$ cat src/rtl/ifu_pkg.sv
// Instruction fetch unit shared definitions: opcode values, opcode field
// position and the sequencer state encoding.
package ifu_pkg;

  localparam int OPC_W   = 6;
  localparam int OPC_MSB = 59;
  localparam int OPC_LSB = 54;

  localparam logic [OPC_W-1:0] OP_NOP    = 6'd0;
  localparam logic [OPC_W-1:0] OP_ADD    = 6'd1;
  localparam logic [OPC_W-1:0] OP_SUB    = 6'd2;
  localparam logic [OPC_W-1:0] OP_LOAD   = 6'd3;
  localparam logic [OPC_W-1:0] OP_STORE  = 6'd4;
  localparam logic [OPC_W-1:0] OP_BRANCH = 6'd5;
  localparam logic [OPC_W-1:0] OP_JUMP   = 6'd6;
  localparam logic [OPC_W-1:0] OP_HALT   = 6'd63;

  typedef enum logic [1:0] {
    FETCH   = 2'd0,
    DECODE  = 2'd1,
    RESOLVE = 2'd2,
    HALT    = 2'd3
  } ifu_state_e;

endpackage

$ cat src/rtl/instr_fetch_unit_next_pc_calc.sv
// Next-PC selection: absolute jump, taken relative branch, or sequential.
// All arithmetic wraps modulo 2^ADDR_W.
module instr_fetch_unit_next_pc_calc #(
  parameter int ADDR_W = 16
) (
  input  logic [ADDR_W-1:0] pc_i,
  input  logic [ADDR_W-1:0] target_i,
  input  logic [15:0]       imm_i,
  input  logic              branch_i,
  input  logic              jump_i,
  input  logic              zero_i,
  output logic [ADDR_W-1:0] next_pc_o
);

  localparam int EXT_W = (ADDR_W > 16) ? ADDR_W : 16;

  logic [EXT_W-1:0]  imm_ext;
  logic [ADDR_W-1:0] seq_pc;
  logic [ADDR_W-1:0] br_pc;

  assign imm_ext = EXT_W'($signed(imm_i));
  assign seq_pc  = pc_i + ADDR_W'(1);
  assign br_pc   = seq_pc + imm_ext[ADDR_W-1:0];

  // Jump outranks branch so an illegal jump+branch decode still has a defined target.
  always_comb begin
    next_pc_o = seq_pc;
    if (jump_i) begin
      next_pc_o = target_i;
    end else if (branch_i && zero_i) begin
      next_pc_o = br_pc;
    end
  end

endmodule

$ cat src/rtl/instr_fetch_unit.sv
// Non-pipelined fetch/issue sequencer: fetches one instruction, holds it
// while the control unit decodes it, then resolves the next PC and retires.
// Optional HALT support is enabled by defining IFU_HALT_EN.
//
// state   | meaning
// FETCH   | imem_req high at imem_addr=pc, waiting for imem_ready
// DECODE  | ir loaded, opcode presented to control unit for one cycle
// RESOLVE | instr_valid high, branch/jump sampled, retire unless stall
// HALT    | halt instruction retired, idle until reset (IFU_HALT_EN only)
module instr_fetch_unit
  import ifu_pkg::*;
#(
  parameter int                ADDR_W   = 16,
  parameter int                INSTR_W  = 60,
  parameter logic [ADDR_W-1:0] RESET_PC = '0
) (
  input  logic               clk,
  input  logic               reset,
  output logic               imem_req,
  output logic [ADDR_W-1:0]  imem_addr,
  input  logic               imem_ready,
  input  logic [INSTR_W-1:0] imem_rdata,
  output logic [5:0]         op,
  output logic [INSTR_W-1:0] instr_out,
  output logic               instr_valid,
  input  logic               branch,
  input  logic               jump,
  input  logic               zero,
  input  logic               stall,
  output logic [ADDR_W-1:0]  pc,
  output logic [31:0]        retired_count,
  output logic               halted
);

  ifu_state_e         state_q;
  logic [ADDR_W-1:0]  pc_q;
  logic [INSTR_W-1:0] ir_q;
  logic               req_q;
  logic               valid_q;
  logic [31:0]        retired_q;
  logic [ADDR_W-1:0]  next_pc_d;
  logic [OPC_W-1:0]   op_w;

  // Opcode is a continuous slice of ir so it stays stable through DECODE and RESOLVE.
  assign op_w = ir_q[INSTR_W-1 -: OPC_W];

  instr_fetch_unit_next_pc_calc #(
    .ADDR_W (ADDR_W)
  ) u_next_pc (
    .pc_i      (pc_q),
    .target_i  (ir_q[ADDR_W-1:0]),
    .imm_i     (ir_q[15:0]),
    .branch_i  (branch),
    .jump_i    (jump),
    .zero_i    (zero),
    .next_pc_o (next_pc_d)
  );

`ifdef IFU_HALT_EN
  logic halted_q;

  // Sequencer FSM with registered request/valid/halt outputs.
  always_ff @(posedge clk or posedge reset) begin
    if (reset) begin
      state_q   <= FETCH;
      pc_q      <= RESET_PC;
      ir_q      <= '0;
      req_q     <= 1'b0;
      valid_q   <= 1'b0;
      retired_q <= '0;
      halted_q  <= 1'b0;
    end else begin
      case (state_q)
        FETCH: begin
          if (req_q && imem_ready) begin
            ir_q    <= imem_rdata;
            req_q   <= 1'b0;
            state_q <= DECODE;
          end else begin
            req_q <= 1'b1;
          end
        end
        DECODE: begin
          valid_q <= 1'b1;
          state_q <= RESOLVE;
        end
        RESOLVE: begin
          if (!stall) begin
            retired_q <= retired_q + 32'd1;
            valid_q   <= 1'b0;
            if (op_w == OP_HALT) begin
              // pc keeps the halt instruction's address while halted
              halted_q <= 1'b1;
              state_q  <= HALT;
            end else begin
              pc_q    <= next_pc_d;
              req_q   <= 1'b1;
              state_q <= FETCH;
            end
          end
        end
        HALT: begin
          req_q   <= 1'b0;
          valid_q <= 1'b0;
        end
        default: begin
          state_q <= FETCH;
          req_q   <= 1'b0;
          valid_q <= 1'b0;
        end
      endcase
    end
  end

  assign halted = halted_q;
`else
  // Sequencer FSM with registered request/valid outputs.
  always_ff @(posedge clk or posedge reset) begin
    if (reset) begin
      state_q   <= FETCH;
      pc_q      <= RESET_PC;
      ir_q      <= '0;
      req_q     <= 1'b0;
      valid_q   <= 1'b0;
      retired_q <= '0;
    end else begin
      case (state_q)
        FETCH: begin
          if (req_q && imem_ready) begin
            ir_q    <= imem_rdata;
            req_q   <= 1'b0;
            state_q <= DECODE;
          end else begin
            req_q <= 1'b1;
          end
        end
        DECODE: begin
          valid_q <= 1'b1;
          state_q <= RESOLVE;
        end
        RESOLVE: begin
          if (!stall) begin
            retired_q <= retired_q + 32'd1;
            valid_q   <= 1'b0;
            pc_q      <= next_pc_d;
            req_q     <= 1'b1;
            state_q   <= FETCH;
          end
        end
        default: begin
          state_q <= FETCH;
          req_q   <= 1'b0;
          valid_q <= 1'b0;
        end
      endcase
    end
  end

  assign halted = 1'b0;
`endif

  assign imem_req      = req_q;
  assign imem_addr     = pc_q;
  assign op            = op_w;
  assign instr_out     = ir_q;
  assign instr_valid   = valid_q;
  assign pc            = pc_q;
  assign retired_count = retired_q;

endmodule

$ cat config.mk
export PLATFORM = sky130hd
export DESIGN_NAME = instr_fetch_unit
export DESIGN_NICKNAME = d
export VERILOG_FILES = /design/src/rtl/ifu_pkg.sv /design/src/rtl/instr_fetch_unit_next_pc_calc.sv /design/src/rtl/instr_fetch_unit.sv
export SDC_FILE = /design/constraint.sdc
export NUM_CORES = 1
export LEC_CHECK = 0
export BUFFER_PORTS_ARGS = -buffer_cell sky130_fd_sc_hd__buf_2
export CAP_MARGIN = 20
export CORE_MARGIN = 3
export CORE_UTILIZATION = 35
export CTS_CLUSTER_DIAMETER = 150
export CTS_CLUSTER_SIZE = 12
export DETAILED_ROUTE_END_ITERATION = 10
export PLACE_DENSITY_LB_ADDON = 0.12
export SYNTH_ARGS = -nofsm -noshare
export SYNTH_HDL_FRONTEND = slang
export SYNTH_SLANG_ARGS = --single-unit
$ cat constraint.sdc
create_clock -name clk -period 4.8 [get_ports clk]
set_input_delay 0.48 -clock clk [delete_from_list [all_inputs] [get_ports clk]]
set_output_delay 0.48 -clock clk [all_outputs]
set_load 0.05 [all_outputs]
==> flow_summary.json, run 1 <==
{
  "outcome": "completed",
  "syn_nets": 605,
  "drt-total-wl_mm": 14.4,
  "coreArea_um2": 16100,
  "yosysUniqueCellTypes": 53,
  "cts_tree": "built",
  "slew_headroom_pct": 33.3,
  "fill_cells": 1583,
  "crit_required_ns": 5.01,
  "clk_pin_slew_worst_paths_ns": 0.08,
  "clock-sinks": 112,
  "cts-resized-gates": 0,
  "tightest_slew_ns": 0.996,
  "grt_max_degree": 76,
  "final-hold-violation-count": 0,
  "drc_errors": 0,
  "dieArea_um2": 18100,
  "cts_setup_buffers": 0,
  "min_period_ns": 3.46,
  "cp-startpoint": "imem_addr[0]",
  "rsz0062_at_grt": "false",
  "grt_use_total_pct": 16.3,
  "row_count": 46,
  "htree_levels": 3,
  "layout-area-overhead-vs-synth_pct": 23.8,
  "yosys_register_bits": 112,
  "ioPinCount": 200,
  "fin_nets": 778,
  "cts-root-buf": "clkbuf_16",
  "slew_violations": 0,
  "hold_buffers": 0,
  "hold_class": "primary input to async pin",
  "seq_area_frac_synth_pct": 48.4,
  "fin_cells": 910,
  "use_met1_pct": 21.0,
  "path_class": "flop to flop",
  "postRouteAntennaNets": 0,
  "syn_area_per_cell_um2": 11.2,
  "detail_route.wl_per_cell_um": 15.8,
  "gr-usage-met3_pct": 5.85,
  "dp.cells": 894,
  "utilization_pct": 44.6,
  "final-setup-viol-count": 0,
  "drt-initial-drc-count": 191,
  "cp-start-kind": "flop",
  "die_w_um": 135,
  "r2r_start": "imem_addr[0]",
  "fin_crit_sh_pct": 72.1,
  "via_count": 4411,
  "grt_pass1_vias": 4495,
  "max_freq_ghz": 0.289,
  "io_buffer_count": 198,
  "start_util_pct": 36.0,
  "postSynthCellCount": 516,
  "setup_tns_ns": 0,
  "top_usage_layer": "met2",
  "viasPerCell": 4.85,
  "yosys_warnings": 0,
  "cts.path.max_buffers": 2,
  "gp_congestion": 0.856,
  "grt_pass1_wl_mm": 23.7,
  "grt-ovfl-total": 0,
  "cp_max_fo": 10,
  "num_antenna_cells": 0,
  "maxCapViolCount": 0,
  "use_met2_pct": 26.0,
  "firstDrtPassIters": 4,
  "arrival_ns": 3.67,
  "synthArstFlopShare_pct": 100,
  "die_y_um": 135,
  "yosys_most_used_dff": "dfrtp_1",
  "place_hpwl_mm": 10.6,
  "insertion_delay_ns": 0.36,
  "fin_skew_ns": 0.00835,
  "synth_area_um2": 5790,
  "worst_setup_path_end_kind": "flop",
  "synth-edff-count": 0,
  "antenna_found_initial": 0,
  "drive_gt1_share_pct": 41.9,
  "cts_buffers": 9
}
==> cell type report <==
| class | instances | area [µm²] | area share (%) |
|---|---|---|---|
| Tap cell | 216 | 270 | 3.77 |
| Timing Repair Buffer | 200 | 1020 | 14.2 |
| Sequential cell | 112 | 2800 | 39.1 |
| Multi-Input combinational cell | 358 | 2720 | 38.0 |
| Clock buffer | 9 | 225 | 3.14 |
| Inverter | 8 | 32.5 | 0.454 |
| Clock inverter | 7 | 96.3 | 1.34 |
==> per-layer routing <==
metal  vias up  routed length, µm
li1       2142                  -
met1      2110               6240
met2       146               6780
met3        13               1220
met4         0                154
met5         -                  0
==> flip-flops by register name, indices dropped and copies added (netlist names) <==
name and cells:
instr_out 60, imem_req 1, retired_count 32, imem_addr 16
instr_valid 1, state_q 2
==> worst max-delay path, stage by stage, from the launching register on <==
cell	delay, ns
dfrtp_1	0.51
ha_1	0.28
and3_1	0.20
and3_1	0.23
nand2_1	0.08
xnor2_1	0.20
ha_1	0.32
a21oi_1	0.23
o21ai_0	0.14
a211oi_1	0.26
o31a_1	0.19
mux2i_1	0.21
xor2_1	0.20
mux2i_1	0.20
a21oi_1	0.08
==> Yosys cell counts (2+ instances only) <==
library cell,n,area [µm²]
o21ai_0,21,105
o22ai_1,5,31.3
nor2_4,2,22.5
ha_1,21,263
nand2_1,49,184
mux2i_1,4,40.0
mux2_2,60,676
or3_1,2,12.5
dfrtp_1,112,2800
buf_4,23,173
a221oi_1,3,26.3
o21ai_1,2,10.0
o21a_1,2,15.0
nand4_1,6,37.5
nand2b_1,5,31.3
a211oi_1,8,60.1
a21o_1,3,22.5
a21oi_1,18,90.1
and3_1,8,50.1
o211ai_1,3,22.5
and4_1,5,43.8
and2_1,3,18.8
clkbuf_1,11,41.3
nand3_1,20,100
xor2_1,18,158
nor2b_1,3,18.8
nor3_1,3,15.0
buf_2,3,15.0
inv_1,8,30.0
nor2_1,26,97.6
xnor2_1,37,324
==> kinds of logic after synthesis <==
| group | after synthesis | share of synthesized area, % |
|---|---|---|
| AOI/OAI and AO/OA | 75 | 8.45 |
| xor gates and xnor gates | 56 | 8.60 |
| adders and majority gates | 22 | 4.89 |
| buffers and inverters | 46 | 4.67 |
| DFF | 112 | 48.4 |
| muxes | 64 | 12.4 |
| other | 1 | 0.0648 |
| and+or+nand+nor | 140 | 12.5 |
==> metrics by stage <==
stage	worst slack, ns	instance area [µm²]	hold WS, ns
floorplan	1.34	5790	0.492
global placement	1.44	6840	0.454
detailed placement	1.37	6840	0.455
CTS	1.35	7170	0.329
global route	1.03	7170	0.321
finish	1.34	7170	0.343
==> final timing paths <==
kind / slack [ns] / cells past startpoint / end
hold / removal: 0.34 / 2 / instr_out[35]
min in group clk: 0.35 / 2 / instr_out[59]
hold reg to reg: 0.47 / 1 / retired_count[31]
setup / recovery: 1.34 / 14 / imem_addr[15]
setup reg to reg: 1.34 / 14 / imem_addr[15]
max in group asynchronous: 3.41 / 3 / instr_out[30]
==> placed cells by master, fill, tap and decap left out, drive strengths merged, types with 11 or more instances in the layout <==
cell and instances:
nand3 21, dfrtp 112, ha 21, nand2 51, nor2 28, a21oi 18, xnor2 38, xor2 18
mux2 60, o21ai 23, buf 200, inv 11
Power of run 1 is not shown: default switching activity piles up to over one toggle a cycle in this logic, so the estimate is an artifact.
==> inputs of run 2 (changes only) <==
- ABC_AREA: default -> 1
- clock period: 4.8 -> 3.4 ns (I/O delays scaled with it)
==> run 2 against run 1 <==
Net effect:
- cell area rose by 6.9%
- sequential share of layout area fell by 2.5 points
- via count rose by 27%
- critical path depth rose by 5
- maximum frequency rose by 13%
- die area rose by 8.7%
- register-to-register slack got worse by 1.0 ns
- count of clock-buffer cells in the layout rose by 1
- critical path type unchanged
- highest routed layer is now met5
==> flow_summary.json, run 2 <==
{
  "cts.path.max_buffers": 2,
  "cp-start-kind": "flop",
  "fin_skew_ns": 0.0134,
  "cts_setup_buffers": 0,
  "fin_crit_sh_pct": 89.9,
  "cpPeakStageDelay_ns": 0.43,
  "grt-ovfl-total": 0,
  "fill_cells": 1837,
  "antenna_found_initial": 2,
  "tightest_slew_ns": 0.942,
  "synth-edff-count": 0,
  "grt_use_total_pct": 17.7,
  "htree_levels": 3,
  "grt_max_degree": 68,
  "path_class": "flop to flop",
  "insertion_delay_ns": 0.36,
  "combPwrFrac_pct": 61.1,
  "ir_drop_v": 0.000626,
  "power_density_nw_per_um2": 1110,
  "seq_area_frac_synth_pct": 44.4,
  "syn_nets": 909,
  "final-setup-viol-count": 0,
  "synthArstFlopShare_pct": 100,
  "synth-xor-area-share_pct": 5.13,
  "r2r_start": "imem_addr[0]",
  "clk_pin_slew_worst_paths_ns": 0.08,
  "synth_area_um2": 6320,
  "final_cell_mix": "319 x nand2_1, 198 x buf_2, 112 x dfrtp_1",
  "yosys_most_used_dff": "dfrtp_1",
  "die_y_um": 140,
  "path_common_cell": "nand2_1",
  "slowest_stage": "dfrtp_1",
  "arrival_ns": 3.32,
  "yosys_register_bits": 112,
  "drt-initial-drc-count": 243,
  "preCtsSetupSlack_ns": 0.374,
  "path_cells": "ha_1, nand2_1, nor2_1, nand2_1, nor2_1, nand2_1, o21ai_0, inv_1, ha_1, a21oi_1, nand2_1, a21oi_1, nand2_1, nand2_1, nand3_1, nand2_1, nand3_1, nand2_1, nand2_1",
  "synth_top_area_share_pct": 44.4,
  "muxShareOfSynthArea_pct": 0,
  "start_util_pct": 36.1,
  "max_freq_ghz": 0.327,
  "rr_endpoint": "imem_addr[15]",
  "grt_pass1_vias": 5493,
  "hold_class": "primary input to async pin",
  "largest_register_ffs": 60,
  "outcome": "completed",
  "via_count": 5624,
  "p_seq_share_pct": 26.5,
  "slew_violations": 0,
  "yosys_warnings": 0,
  "synth_adder_area_share_pct": 4.48,
  "synth_top_area_cell": "dfrtp_1",
  "yosysUniqueCellTypes": 45,
  "dieArea_um2": 19700,
  "viasPerCell": 4.62,
  "drt-total-wl_mm": 17.3,
  "min_period_ns": 3.06,
  "firstDrtPassIters": 5,
  "switchingPower_uw": 4900,
  "maxCapViolCount": 0,
  "cts_tree": "built",
  "final-hold-violation-count": 0,
  "detail_route.wl_per_cell_um": 14.2,
  "syn_area_per_cell_um2": 7.70,
  "ff2ff_setup_slack_ns": 0.34,
  "hold_buffers": 0,
  "cts_buffers": 9,
  "cts-resized-gates": 0,
  "setup_tns_ns": 0,
  "ioPinCount": 200,
  "worst_setup_path_end_kind": "flop",
  "synth_top_family_by_area": "simple AND/OR/NAND/NOR gates",
  "utilization_pct": 43.8,
  "place_hpwl_mm": 13.1,
  "clkPwrFrac_pct": 12.4,
  "internal_power_uw": 3630,
  "yosys.cell_count.top_type": "nand2_1",
  "drive_gt1_share_pct": 24.1,
  "clock-sinks": 112,
  "layout-area-overhead-vs-synth_pct": 21.3,
  "gp_congestion": 0.855,
  "synth_compound_area_share_pct": 6.62,
  "dp.cells": 1202,
  "postSynthCellCount": 820,
  "postRouteAntennaNets": 0,
  "synthTopCellsByCount": "319 x nand2_1, 112 x dfrtp_1, 85 x inv_1, 39 x nand3_1, 39 x nor2_1",
  "row_count": 48,
  "synthSimpleGateAreaFrac_pct": 30.0,
  "sw_frac_of_total_pct": 57.5,
  "io_buffer_count": 198,
  "timing.final.ws_setup_ns": 0.343,
  "r2r_cells": 19,
  "grt_pass1_wl_mm": 28.2,
  "final_common_cell": "nand2_1",
  "crit_required_ns": 3.66,
  "fin_nets": 1077,
  "drc_errors": 0,
  "die_w_um": 140,
  "cts-root-buf": "clkbuf_16",
  "coreArea_um2": 17500,
  "cp_max_fo": 6,
  "slew_headroom_pct": 37.2,
  "fin_cells": 1218,
  "rsz0062_at_grt": "false",
  "num_antenna_cells": 0,
  "p_leak_uw": 0.00442,
  "synth_area_leaders": "dfrtp_1 44%, nand2_1 19%, inv_1 5.1%, ha_1 4.2%, xor2_1 3.2%"
}
==> run 2: cell types whose count changed in the layout (fill, tap and decap cells not counted), moves of 11 or more <==
cell	delta
xnor2_1	-23
nand3_1	+19
inv_1	+77
nand2_1	+270
a21oi_1	+11
nor2_1	+13
mux2_2	-60
==> run 2: how the worst max path moves through the flow <==
stage                 start       endpoint  slack [ns]  cells past startpoint
2_1_floorplan         reset   imem_addr[0]        0.10                      1
3_3_place_gp   imem_addr[0]  imem_addr[15]        0.49                     19
3_5_place_dp   imem_addr[0]  imem_addr[15]        0.37                     19
4_1_cts        imem_addr[0]  imem_addr[15]        0.34                     19
5_1_grt        imem_addr[0]  imem_addr[15]        0.02                     19
6_report       imem_addr[0]  imem_addr[15]        0.34                     19
==> run 2: worst max-delay path: cells and delay by family (launching register included) <==
family	cells	cell delay, ns
buffers and inverters	1	0.09
and+or+nand+nor	13	1.13
adders and majority gates	2	0.59
DFF	1	0.43
AOI/OAI and AO/OA	3	0.71
==> run 2: per-stage QoR <==
step | hold WS (ns) | total power [µW] | area (µm²)
2_1_floorplan | 0.457 | 6460 | 6320
3_3_place_gp | 0.451 | 7510 | 7380
3_5_place_dp | 0.453 | 7530 | 7380
4_1_cts | 0.0679 | 8630 | 7660
5_1_grt | 0.101 | 9190 | 7660
6_report | 0.0528 | 8530 | 7660
==> run 2: logic make-up after synthesis <==
family / after synthesis
AOI/OAI and AO/OA: 74
adders and majority gates: 22
and+or+nand+nor: 441
xor gates and xnor gates: 37
buffers and inverters: 133
other: 1
DFF: 112
==> run 2: layout make-up <==
type | instances | area, µm² | area share [%]
Clock inverter | 6 | 55.1 | 0.719
Clock buffer | 10 | 229 | 2.99
Inverter | 88 | 333 | 4.34
Tap cell | 225 | 282 | 3.67
Sequential cell | 112 | 2800 | 36.6
Timing Repair Buffer | 202 | 1030 | 13.5
Multi-Input combinational cell | 575 | 2930 | 38.2
==> run 2: power groups by stage <==
| stage | Clock, µW | Sequential [µW] | Combinational, µW |
|---|---|---|---|
| finish | 1060 | 2260 | 5220 |
| global route | 1140 | 2340 | 5700 |
| CTS | 1100 | 2270 | 5260 |
| detailed placement | 0 | 2280 | 5250 |
| global placement | 0 | 2280 | 5230 |
| floorplan | 0 | 3820 | 2640 |
==> run 2: layer usage <==
metal | vias up | part of all wire (%) | global-route usage, %
met5 | - | 0.17 | 0
met4 | 4 | 1.2 | 4.74
met1 | 2562 | 48 | 23.9
li1 | 2894 | - | -
met2 | 149 | 44 | 27.9
met3 | 15 | 7.0 | 4.85
No activity file was read; power rests on OpenSTA's default activity.
==> inputs of run 3 (changes only) <==
- ABC_AREA: 1 -> 0
==> run 3 against run 2 <==
Net effect:
- via count shrank 20%
- die area shrank 8.0%
- global-route usage shrank 1.7 points
- cell count shrank 24%
- first-iteration DRC count shrank 5.8%
- cell area shrank 4.8%
- critical path depth shrank 5
- maximum frequency shrank 5.6%
- sequential share of layout area grew 1.9 points
- critical endpoint unchanged
- largest cell class is now flip-flops and latches
==> flow_summary.json, run 3 (synthesized netlist as in run 1, its figures left out) <==
{
  "path_class": "flop to flop",
  "slowest_stage": "dfrtp_2",
  "cpPeakStageDelay_ns": 0.36,
  "coreArea_um2": 16100,
  "io_buffer_count": 198,
  "grt_max_degree": 56,
  "crit_required_ns": 3.61,
  "htree_levels": 3,
  "hold_buffers": 0,
  "grt_pass1_wl_mm": 23.3,
  "postRouteAntennaNets": 0,
  "grt_pass1_vias": 4572,
  "cts-root-buf": "clkbuf_16",
  "ioPinCount": 200,
  "dieArea_um2": 18100,
  "grt-ovfl-total": 0,
  "tightest_slew_ns": 0.925,
  "drive_gt1_share_pct": 44.1,
  "insertion_delay_ns": 0.35,
  "path_cells": "and4_1, and4_1, and3_4, nand3_1, xnor2_2, ha_4, a21oi_1, a21boi_0, a211oi_1, o31a_1, mux2i_1, xor2_1, mux2i_1, a21oi_1",
  "clock-sinks": 112,
  "fin_nets": 789,
  "worst_setup_path_end_kind": "flop",
  "slew_violations": 0,
  "max_freq_ghz": 0.309,
  "final_cell_mix": "198 x buf_2, 109 x dfrtp_1, 60 x mux2_2",
  "num_antenna_cells": 0,
  "place_hpwl_mm": 10.7,
  "drt-initial-drc-count": 229,
  "layout-area-overhead-vs-synth_pct": 26.1,
  "die_y_um": 135,
  "min_period_ns": 3.24,
  "drc_errors": 0,
  "final-hold-violation-count": 0,
  "final-setup-viol-count": 0,
  "cp-start-kind": "flop",
  "outcome": "completed",
  "firstDrtPassIters": 4,
  "via_count": 4499,
  "die_w_um": 135,
  "setup_tns_ns": 0,
  "cp_max_fo": 4,
  "cts_buffers": 9,
  "cts.path.max_buffers": 2,
  "grt_use_total_pct": 16.0,
  "viasPerCell": 4.88,
  "row_count": 46,
  "final_common_cell": "buf_2",
  "slew_headroom_pct": 38.2,
  "fin_crit_sh_pct": 95.2,
  "start_util_pct": 36.0,
  "fin_skew_ns": 0.00848,
  "path_buf_inv": 0,
  "antenna_found_initial": 0,
  "cp_top_family": "simple AND/OR/NAND/NOR gates",
  "maxCapViolCount": 0,
  "largest_register_ffs": 60,
  "arrival_ns": 3.45,
  "clk_pin_slew_worst_paths_ns": 0.08,
  "gp_congestion": 0.884,
  "detail_route.wl_per_cell_um": 15.7,
  "cts_tree": "built",
  "hold_class": "primary input to async pin",
  "drt-total-wl_mm": 14.4
}
[run 3: changes by cell type in the layout (fill, tap and decap cells not counted), sizes merged, moves of 5 or more]
cell,change
nand3,-21
buf,+9
and3,+9
and4,+6
mux2,+60
a211oi,+8
xor2,-5
nor2,-15
inv,-80
xnor2,+24
a21oi,-11
nand2,-271
nor3,-12
nand4,-5
[run 3: stage by stage]
stage / setup slack, ns / area (µm²) / utilization [%] / instances / hold WS (ns)
CTS: 0.106 / 7230 / 45.1 / 920 / 0.194
floorplan: -0.0431 / 5790 / - / 516 / 0.486
global placement: 0.188 / 6920 / 43.1 / 904 / 0.454
finish: 0.163 / 7300 / 45.4 / 921 / 0.177
global route: -0.0260 / 7300 / 45.4 / 921 / 0.189
detailed placement: 0.135 / 6920 / 43.1 / 904 / 0.468
[run 3: layer usage]
metal	vias up	wire, µm	global-route usage (%)
li1	2164	-	-
met1	2173	6310	20.5
met2	147	6890	26.3
met3	15	1050	4.96
met4	0	186	4.36
met5	-	0	0
[run 3: final timing paths]
check / cells after the start / startpoint / end / slack [ns]
hold / removal: 2 / reset / instr_out[37] / 0.18
max in group asynchronous: 3 / reset / retired_count[13] / 2.45
min in group clk: 2 / imem_rdata[5] / instr_out[5] / 0.21
setup / recovery: 14 / imem_addr[2] / imem_addr[15] / 0.16
hold reg to reg: 1 / retired_count[31] / retired_count[31] / 0.48
setup reg to reg: 14 / imem_addr[2] / imem_addr[15] / 0.16
[run 3: what timing repair did]
item,4_1_cts,5_1_grt
resized for setup,0,9
setup buffers,0,1
setup endpoints to repair,0,2
endpoints found under the hold margin,0,0
[run 3: worst reg2reg max path: cells and delay by family, from the launching register on]
kind / cells / cell delay [ns]
AO/OA/AOI/OAI: 5 / 0.73
XOR/XNOR: 2 / 0.47
adder cells (fa/ha/maj): 1 / 0.26
flip-flops: 1 / 0.36
multiplexers: 2 / 0.42
AND/OR/NAND/NOR: 4 / 0.87
[run 3: area by class of cell]
cell class	instances	area, µm²
Inverter	8	33.8
Fill cell	1533	8760
Clock inverter	7	87.6
Tap cell	216	270
Sequential cell	112	2810
Timing Repair Buffer	211	1100
Clock buffer	9	225
Multi-Input combinational cell	358	2770
Power of run 3 is left out for the same reason.
